<file path="src/rtl/pwm_ctrl_pkg.sv">
// pwm_ctrl_pkg: register map, bit positions and channel FSM states shared by the PWM controller
package pwm_ctrl_pkg;

    localparam logic [1:0] REG_CTRL   = 2'd0;
    localparam logic [1:0] REG_PERIOD = 2'd1;
    localparam logic [1:0] REG_DUTY   = 2'd2;
    localparam logic [1:0] REG_STATUS = 2'd3;

    localparam int CTRL_EN     = 0;
    localparam int CTRL_POL    = 1;
    localparam int CTRL_COMMIT = 2;

    localparam int ST_PENDING = 0;
    localparam int ST_RUNNING = 1;

    typedef enum logic {IDLE, RUN} state_e;

    // COMMIT is write-only, so only EN and POL are visible on a CTRL read
    function automatic logic [2:0] ctrl_bits(input logic en, input logic pol);
        logic [2:0] c;
        c = '0;
        c[CTRL_EN] = en;
        c[CTRL_POL] = pol;
        return c;
    endfunction

    function automatic logic [1:0] status_bits(input logic pending, input logic running);
        logic [1:0] s;
        s = '0;
        s[ST_PENDING] = pending;
        s[ST_RUNNING] = running;
        return s;
    endfunction

endpackage

</file>
<file path="src/rtl/pwm_ctrl_channel.sv">
// pwm_channel: one PWM channel that swaps in shadow settings only at a period boundary
module pwm_channel
    import pwm_ctrl_pkg::*;
#(
    parameter int DATA_WIDTH = 16
) (
    input  logic                  clk,
    input  logic                  rst_n,
    input  logic                  pending,
    input  logic                  sh_en,
    input  logic                  sh_pol,
    input  logic [DATA_WIDTH-1:0] sh_period,
    input  logic [DATA_WIDTH-1:0] sh_duty,
    output logic                  pwm_out,
    output logic                  commit_pl,
    output logic                  running
);

    state_e                state_q, state_d;
    logic [DATA_WIDTH-1:0] cnt_q, cnt_d, period_q, period_d, duty_q, duty_d;
    logic                  en_q, en_d, pol_q, pol_d, pwm_q, pwm_d;
    logic                  wrap, load, go;

    // Load when idle or on the wrap cycle; output is computed from the next count so it stays registered
    always_comb begin
        wrap = cnt_q == period_q - DATA_WIDTH'(1);
        load = rst_n && pending && (state_q == IDLE || wrap);
        en_d = load ? sh_en : en_q;
        pol_d = load ? sh_pol : pol_q;
        period_d = load ? sh_period : period_q;
        duty_d = load ? sh_duty : duty_q;
        go = en_d && period_d != '0;
        state_d = (state_q == RUN && !load) || (load && go) ? RUN : IDLE;
        cnt_d = state_q == RUN && !wrap ? cnt_q + DATA_WIDTH'(1) : '0;
        pwm_d = state_d == RUN ? (cnt_d < duty_d) ^ pol_d : pol_d;
    end

    // Channel state; reset throws away the active settings
    always_ff @(posedge clk) begin
        if (!rst_n) begin
            state_q <= IDLE;
            cnt_q <= '0;
            period_q <= '0;
            duty_q <= '0;
            en_q <= 1'b0;
            pol_q <= 1'b0;
            pwm_q <= 1'b0;
        end else begin
            state_q <= state_d;
            cnt_q <= cnt_d;
            period_q <= period_d;
            duty_q <= duty_d;
            en_q <= en_d;
            pol_q <= pol_d;
            pwm_q <= pwm_d;
        end
    end

    assign pwm_out = pwm_q;
    assign commit_pl = load;
    assign running = state_q == RUN;

endmodule

</file>
<file path="src/rtl/pwm_ctrl.sv">
// pwm_ctrl: host register decode, shadow registers and commit scheduling for N_CH PWM channels
module pwm_ctrl
    import pwm_ctrl_pkg::*;
#(
    parameter int N_CH       = 4,
    parameter int ADDR_WIDTH = 4,
    parameter int DATA_WIDTH = 16
) (
    input  logic                  clk,
    input  logic                  rst_n,
    input  logic                  cs,
    input  logic                  we,
    input  logic                  oe,
    input  logic [ADDR_WIDTH-1:0] address,
    input  logic [DATA_WIDTH-1:0] data_out,
    output logic [DATA_WIDTH-1:0] data_in,
    output logic [N_CH-1:0]       pwm_out,
    output logic [N_CH-1:0]       commit_pl
);

    localparam int CW = ADDR_WIDTH - 2;

    logic                  wr, rd;
    logic [CW-1:0]         ch;
    logic [1:0]            rg;
    logic [N_CH-1:0]       hit, running;
    logic [N_CH-1:0]       en_q, en_d, pol_q, pol_d, pend_q, pend_d;
    logic [DATA_WIDTH-1:0] period_q [N_CH];
    logic [DATA_WIDTH-1:0] period_d [N_CH];
    logic [DATA_WIDTH-1:0] duty_q [N_CH];
    logic [DATA_WIDTH-1:0] duty_d [N_CH];
    logic [DATA_WIDTH-1:0] data_in_q, data_in_d, rd_val;

    assign wr = !cs && !we && oe;
    assign rd = !cs && we && !oe;
    assign ch = address[ADDR_WIDTH-1:2];
    assign rg = address[1:0];

    for (genvar i = 0; i < N_CH; i++) begin : g_ch
        assign hit[i] = ch == CW'(i);
        pwm_channel #(.DATA_WIDTH(DATA_WIDTH)) u_ch (
            .clk       (clk),
            .rst_n     (rst_n),
            .pending   (pend_q[i]),
            .sh_en     (en_q[i]),
            .sh_pol    (pol_q[i]),
            .sh_period (period_q[i]),
            .sh_duty   (duty_q[i]),
            .pwm_out   (pwm_out[i]),
            .commit_pl (commit_pl[i]),
            .running   (running[i])
        );
    end

    // Shadow writes and read mux; a COMMIT landing on a consume cycle wins so it waits for the next boundary
    always_comb begin
        en_d = en_q;
        pol_d = pol_q;
        period_d = period_q;
        duty_d = duty_q;
        pend_d = pend_q & ~commit_pl;
        rd_val = '0;
        for (int i = 0; i < N_CH; i++) begin
            if (wr && hit[i] && rg == REG_CTRL) begin
                en_d[i] = data_out[CTRL_EN];
                pol_d[i] = data_out[CTRL_POL];
                pend_d[i] = pend_d[i] | data_out[CTRL_COMMIT];
            end
            if (wr && hit[i] && rg == REG_PERIOD) period_d[i] = data_out;
            if (wr && hit[i] && rg == REG_DUTY) duty_d[i] = data_out;
            if (hit[i]) rd_val = rg == REG_CTRL   ? DATA_WIDTH'(ctrl_bits(en_q[i], pol_q[i])) :
                                 rg == REG_PERIOD ? period_q[i] :
                                 rg == REG_DUTY   ? duty_q[i] :
                                                    DATA_WIDTH'(status_bits(pend_q[i], running[i]));
        end
        data_in_d = rd ? rd_val : '0;
    end

    // Host-visible registers; reset discards any pending commits
    always_ff @(posedge clk) begin
        if (!rst_n) begin
            en_q <= '0;
            pol_q <= '0;
            pend_q <= '0;
            period_q <= '{default: '0};
            duty_q <= '{default: '0};
            data_in_q <= '0;
        end else begin
            en_q <= en_d;
            pol_q <= pol_d;
            pend_q <= pend_d;
            period_q <= period_d;
            duty_q <= duty_d;
            data_in_q <= data_in_d;
        end
    end

    assign data_in = data_in_q;

endmodule

</file>
<file path="config.mk">
export PLATFORM = sky130hd
export DESIGN_NAME = pwm_ctrl
export DESIGN_NICKNAME = d
export VERILOG_FILES = /design/src/rtl/pwm_ctrl_pkg.sv /design/src/rtl/pwm_ctrl_channel.sv /design/src/rtl/pwm_ctrl.sv
export SDC_FILE = /design/constraint.sdc
export NUM_CORES = 1
export LEC_CHECK = 0
export BUFFER_PORTS_ARGS = -buffer_cell sky130_fd_sc_hd__clkbuf_2
export CORE_ASPECT_RATIO = 0.6
export CORE_MARGIN = 10
export CORE_UTILIZATION = 45
export CTS_CLUSTER_DIAMETER = 30
export DETAILED_ROUTE_END_ITERATION = 7
export GPL_TIMING_DRIVEN = 0
export PLACE_DENSITY = 0.65
export RECOVER_POWER = 25
export SYNTH_ARGS = -nofsm -noshare
export SYNTH_HDL_FRONTEND = slang
export SYNTH_HIERARCHICAL = 1
export SYNTH_SLANG_ARGS = --single-unit
</file>
<file path="constraint.sdc">
create_clock -name clk -period 10 [get_ports clk]
set_clock_uncertainty 0.15 [all_clocks]
set_input_delay 1 -clock clk [delete_from_list [all_inputs] [get_ports clk]]
set_output_delay 1 -clock clk [all_outputs]
set_load 0.05 [all_outputs]
</file>
# Word level (Yosys, flattened, before mapping)
# Cells that the tools add are included.
# W data, S select, Z words.
[totals]
inputBits = 25
output_inout_bits = 24
reg_bits = 364
wordCells = 199
[op_classes]
reduce_logical = 70
n_bitwise = 14
order_cmp = 4
n_addsub = 8
n_eq_ne = 9
muxes = 48
[ops]
columns = ["cell", "count"]
rows = [
  ["$mux W16", 28],
  ["$add A16 B1 Y16 const B", 4],
  ["$eq A16 B16 Y1", 4],
  ["$lt A16 B16 Y1", 4],
  ["$reduce_bool A16 Y1", 4],
  ["$sub A16 B1 Y16 const B", 4],
  ["$logic_and A1 B1 Y1", 44],
  ["$mux W1", 20],
  ["$logic_not A1 Y1", 11],
  ["$logic_or A1 B1 Y1", 8],
  ["$eq A2 B2 Y1 const B", 3],
  ["$and A4 B4 Y4", 1],
  ["$eq A2 B1 Y1 const B", 2],
  ["$logic_not A2 Y1", 2],
  ["$not A1 Y1", 4],
  ["$not A4 Y4", 1],
  ["$or A1 B1 Y1", 4],
  ["$xor A1 B1 Y1", 4],
  ["$reduce_and A2 Y1", 1],
]

# Depth between registers and ports, before layout
[depth]
depth_word = 11
mapped_depth = 21
ltp_nobuf = 19

# Cells and area by module
# Netlist, hierarchy kept.
[modules_own_cells]
columns = ["module", "area_per_inst_um2", "instances", "seq_area_each_um2", "cells_per_inst"]
rows = [
  ["pwm_channel (g_ch[0].u_ch ...)", 2842.7, 3, 1021.0, 346],
  ["pwm_ctrl", 6663.9, 1, 3123.0, 735],
  ["pwm_channel (g_ch[3].u_ch)", 3131.8, 1, 1021.0, 344],
]

# Worst setup path after synthesis
# OpenSTA, ideal clock, no wires.
[synth_timing]
path_type = "flip-flop to flip-flop"
from = "reg g_ch[0].u_ch.period_q[2]"
to = "reg g_ch[0].u_ch.pwm_q"
path_stages_with_launch = 20
synth_period_minus_slack_ps = 4674
path_slack_ps = 5326
arrival_time_ps = 4452
cell_sequence = "dfxtp_1 buf_2 or4_1 clkbuf_1 or3_1 a2111oi_0 nand4b_1 o41ai_4 nand2_2 inv_1 buf_4 mux2i_1 ha_1 a211oi_1 nor2_1 nor3_1 nor3_1 or3_1 or3_1 mux2i_1"
[synth_via]
elab_chain_cells = 11
[synth_rtl]
columns = ["item", "line_no", "text"]
rows = [
  ["from (decl)", "pwm_ctrl_channel.sv:20", "logic [DATA_WIDTH-1:0] cnt_q, cnt_d, period_q, period_d, duty_q, duty_d;"],
  ["from (signal assigned)", "pwm_ctrl_channel.sv:51", "period_q <= period_d;"],
  ["parallel branches: the longest is 10 deep, another holds $sub A16 B1 Y16", "-", ""],
  ["$mux W1 *", "pwm_ctrl_channel.sv:35", "pwm_d = state_d == RUN ? (cnt_d < duty_d) ^ pol_d : pol_d;"],
  ["to (signal assigned)", "pwm_ctrl_channel.sv:55", "pwm_q <= pwm_d;"],
  ["to (decl)", "pwm_ctrl_channel.sv:21", "logic en_q, en_d, pol_q, pol_d, pwm_q, pwm_d;"],
]
# Mark *: on every way between the ends.
# A chain may end at the register's enable or synchronous reset.

# Worst setup path in the final report
[layout_timing]
from = "reg g_ch[2].u_ch.period_q[2]"
to = "reg g_ch[2].u_ch.pwm_q"
[layout_via]
elab_chain_cells = 11
[layout_rtl]
columns = ["item", "line_no"]
rows = [
  ["from (decl)", "pwm_ctrl_channel.sv:20"],
  ["from (signal assigned)", "pwm_ctrl_channel.sv:51"],
  ["parallel branches: the longest is 10 deep, another holds $sub A16 B1 Y16", "-"],
  ["$mux W1 *", "pwm_ctrl_channel.sv:35"],
  ["to (signal assigned)", "pwm_ctrl_channel.sv:55"],
  ["to (decl)", "pwm_ctrl_channel.sv:21"],
]
# Marks and branches as above.

==> flow_summary.toml <==
[critical_path]
crit_slowest_cell = "o41ai_4"
worstSetupPathType = "register to register"
crit_chain = "buf_2 -> or4_1 -> clkbuf_1 -> or3_1 -> a2111oi_0 -> nand4b_1 -> o41ai_4 -> nand2_2 -> buf_4 -> mux2i_1 -> ha_1 -> nand4_1 -> a21oi_1 -> nor3_1 -> nor3_1 -> or3_1 -> or3_1 -> mux2i_1"
crit_fanout = 10
worst_path_most_repeated_cell = "or3_1"
cp_top_family = "simple AND/OR/NAND/NOR gates"
cp.arrival_ns = 6.16
crit_buf_inv = 3
cp-end-kind = "register"
required_ns = 10.30
cp-start-kind = "register"
cp_slowest_stage_delay_ns = 0.64

[finish]
seqCellArea_mm2 = 0.00721
layout-drive-gt1-share = 0.119
final_cell_mix = "360 x dfxtp_1, 290 x nand2_1, 222 x nor2_1"
fin_nets = 2317
n_fill_cell = 3725
stdcell_area_mm2 = 0.0213
diodes = 0
area_growth_syn_to_layout_pct = 16.3
multiInputGateArea_mm2 = 0.0103
final_common_cell = "dfxtp_1"

[detailed_routing]
wl_per_cell_um = 21.2
drt_wl_total_um = 59500
drt-initial-drc-count = 1755
drc = 0
ant_nets = 0
drt_first_pass_iters = 5
num_vias = 16400
via_per_inst = 5.86

[flow_run]
max-cap-violations = 0

[placed_design]
port_buffers = 45
place_area_mm2 = 0.0192
place_congestion = 1.00
hpwl_um = 45400

[grt]
overflow = 0
grt_pass1_vias = 15000
grt_util_all_layers = 0.233
grt_antenna_before_repair = 0
grt_max_degree = 16
grt_pass1_wl_um = 90000

[logic_synthesis]
synthFlopType = "dfxtp_1"
yosysWarningCount = 6
synthTopCellsByArea = "dfxtp_1 39%, nand2_1 5.9%, mux2i_1 5.4%"
syn_area_per_cell_um2 = 8.66
netlist_area_mm2 = 0.0183
synthCells = 2117
synth_area_leader_cell = "dfxtp_1"
ys_types = 79
synth_edf_count = 0
ys_ff_latch = 360
yosysSeqAreaShare = 0.393
synth_fp_nets = 2210
synthArstFlopShare = 0
synth_top_area_frac = 0.393

[pwr]
powerDensity_mw_per_mm2 = 175
p_leak_nw = 8.25
ir_drop_uv = 115

[die]
fp.dieH_um = 176
rows = 57
fp.dieW_um = 281
coreArea_mm2 = 0.0404
boundaryPins = 49
die_area_mm2 = 0.0495
start_util = 0.454

[sta]
slew_viol_final = 0
setup_violations = 0
fin_crit_ns = 5.86
fmax_mhz = 171
finalCritPeriodShare = 0.586
rsz0062_at_grt = "false"
hold_violations = 0
tns_ns = 0
fin_hold_ws_ns = 0.326
worst_slew_pin_slew_ns = 1.30
slew_headroom = 0.132

[outcome]
status = "finished clean"

[clocking]
cts_root_buf = "clkbuf_16"
cts_buffers = 60
htree_levels = 2
cts.sinks = 360
cts_resized = 0
cts_tree = "yes"
cts_hold_buf = 0
clk_latency_ns = 0.59
path_clk_slew_ns = 0.06
ctsLongestPathBuffers = 3
cts_setup_buffers = 0

[worst_hold_path]
min_path_type = "register to register"
-- sequential cells by signal, summed over array words and instances (netlist names) --
signal              cells
pend_q                  4
g_ch.u_ch/cnt_q        64
pol_q                   4
g_ch.u_ch/pwm_out       4
g_ch.u_ch/period_q     64
period_q               64
data_in                16
g_ch.u_ch/duty_q       64
en_q                    4
duty_q                 64
g_ch.u_ch/pol_q         4
g_ch.u_ch/running       4
-- metrics by stage --
step / utilization / setup slack, ns / power (mW) / cells
6_report: 0.528 / 4.14 / 3.73 / 2806
2_1_floorplan: - / 5.33 / 1.56 / 2117
5_1_grt: 0.528 / 3.81 / 3.83 / 2806
3_5_place_dp: 0.476 / 4.33 / 1.62 / 2693
4_1_cts: 0.528 / 4.29 / 3.75 / 2806
3_3_place_gp: 0.476 / 4.30 / 1.62 / 2693
-- where the power goes --
group / internal (mW) / leakage (nW) / switching [mW]
sequential: 1.44 / 2.90 / 0.00932
clock: 1.35 / 1.02 / 0.782
combinational: 0.0413 / 4.33 / 0.107
-- logic make-up (layout without fill, tap and decap cells) --
family | after synthesis | in the layout | synth area share
and+or+nand+nor | 878 | 878 | 0.229
AOI/OAI and AO/OA | 401 | 401 | 0.153
DFF | 360 | 360 | 0.393
buffers and inverters | 161 | 319 | 0.0468
xor gates and xnor gates | 143 | 143 | 0.0684
muxes | 106 | 106 | 0.0627
adders and majority gates | 68 | 68 | 0.0464
-- area by class of cell --
type	count	share of cell area
Inverter	22	0.00388
Timing Repair Buffer	45	0.0104
Tap cell	531	0.0312
Sequential cell	360	0.338
Buffer	139	0.0363
Multi-Input combinational cell	1596	0.482
Clock inverter	42	0.0230
Clock buffer	71	0.0754
-- cell usage after synthesis, drive strengths merged, types with 8 or more instances --
library cell and count:
a21boi 66, nor2b 44, a22oi 17, o21ai 84
a31oi 10, nand2 293, and2 20, ha 68
inv 22, a211oi 8, nand4 28, o21a 13
mux2i 99, or3 20, clkbuf 66, a2111oi 9
xor2 70, nand3 102, xnor2 73, nor4 32
buf 73, nor3 42, and3 21, a221oi 39
nor2 222, o211ai 8, a21oi 95, or4 9
dfxtp 360, and4 10
-- routing by layer --
metal | up-vias | track usage | share of wire
met4 | 0 | 0.0565 | 0.019
met1 | 7845 | 0.351 | 0.48
met2 | 792 | 0.311 | 0.39
met5 | - | 0 | 0
li1 | 7701 | - | -
met3 | 93 | 0.0725 | 0.11
-- tightest hold or removal path: stages, from the launching register on --
cell	delay [ns]
dfxtp_1	0.32
nand2_1	0.06
a21oi_1	0.05
-- final timing paths --
check | from | end | slack [ns] | cells after the start
worst max register to register | g_ch[2].u_ch/period_q[2] | g_ch[2].u_ch/pwm_out | 4.14 | 18
worst min register to register | g_ch[0].u_ch/period_q[15] | g_ch[0].u_ch/period_q[15] | 0.33 | 2
worst max-delay path | g_ch[2].u_ch/period_q[2] | g_ch[2].u_ch/pwm_out | 4.14 | 18
worst min-delay path | g_ch[0].u_ch/period_q[15] | g_ch[0].u_ch/period_q[15] | 0.33 | 2
Power figures use the tool's default switching activity.
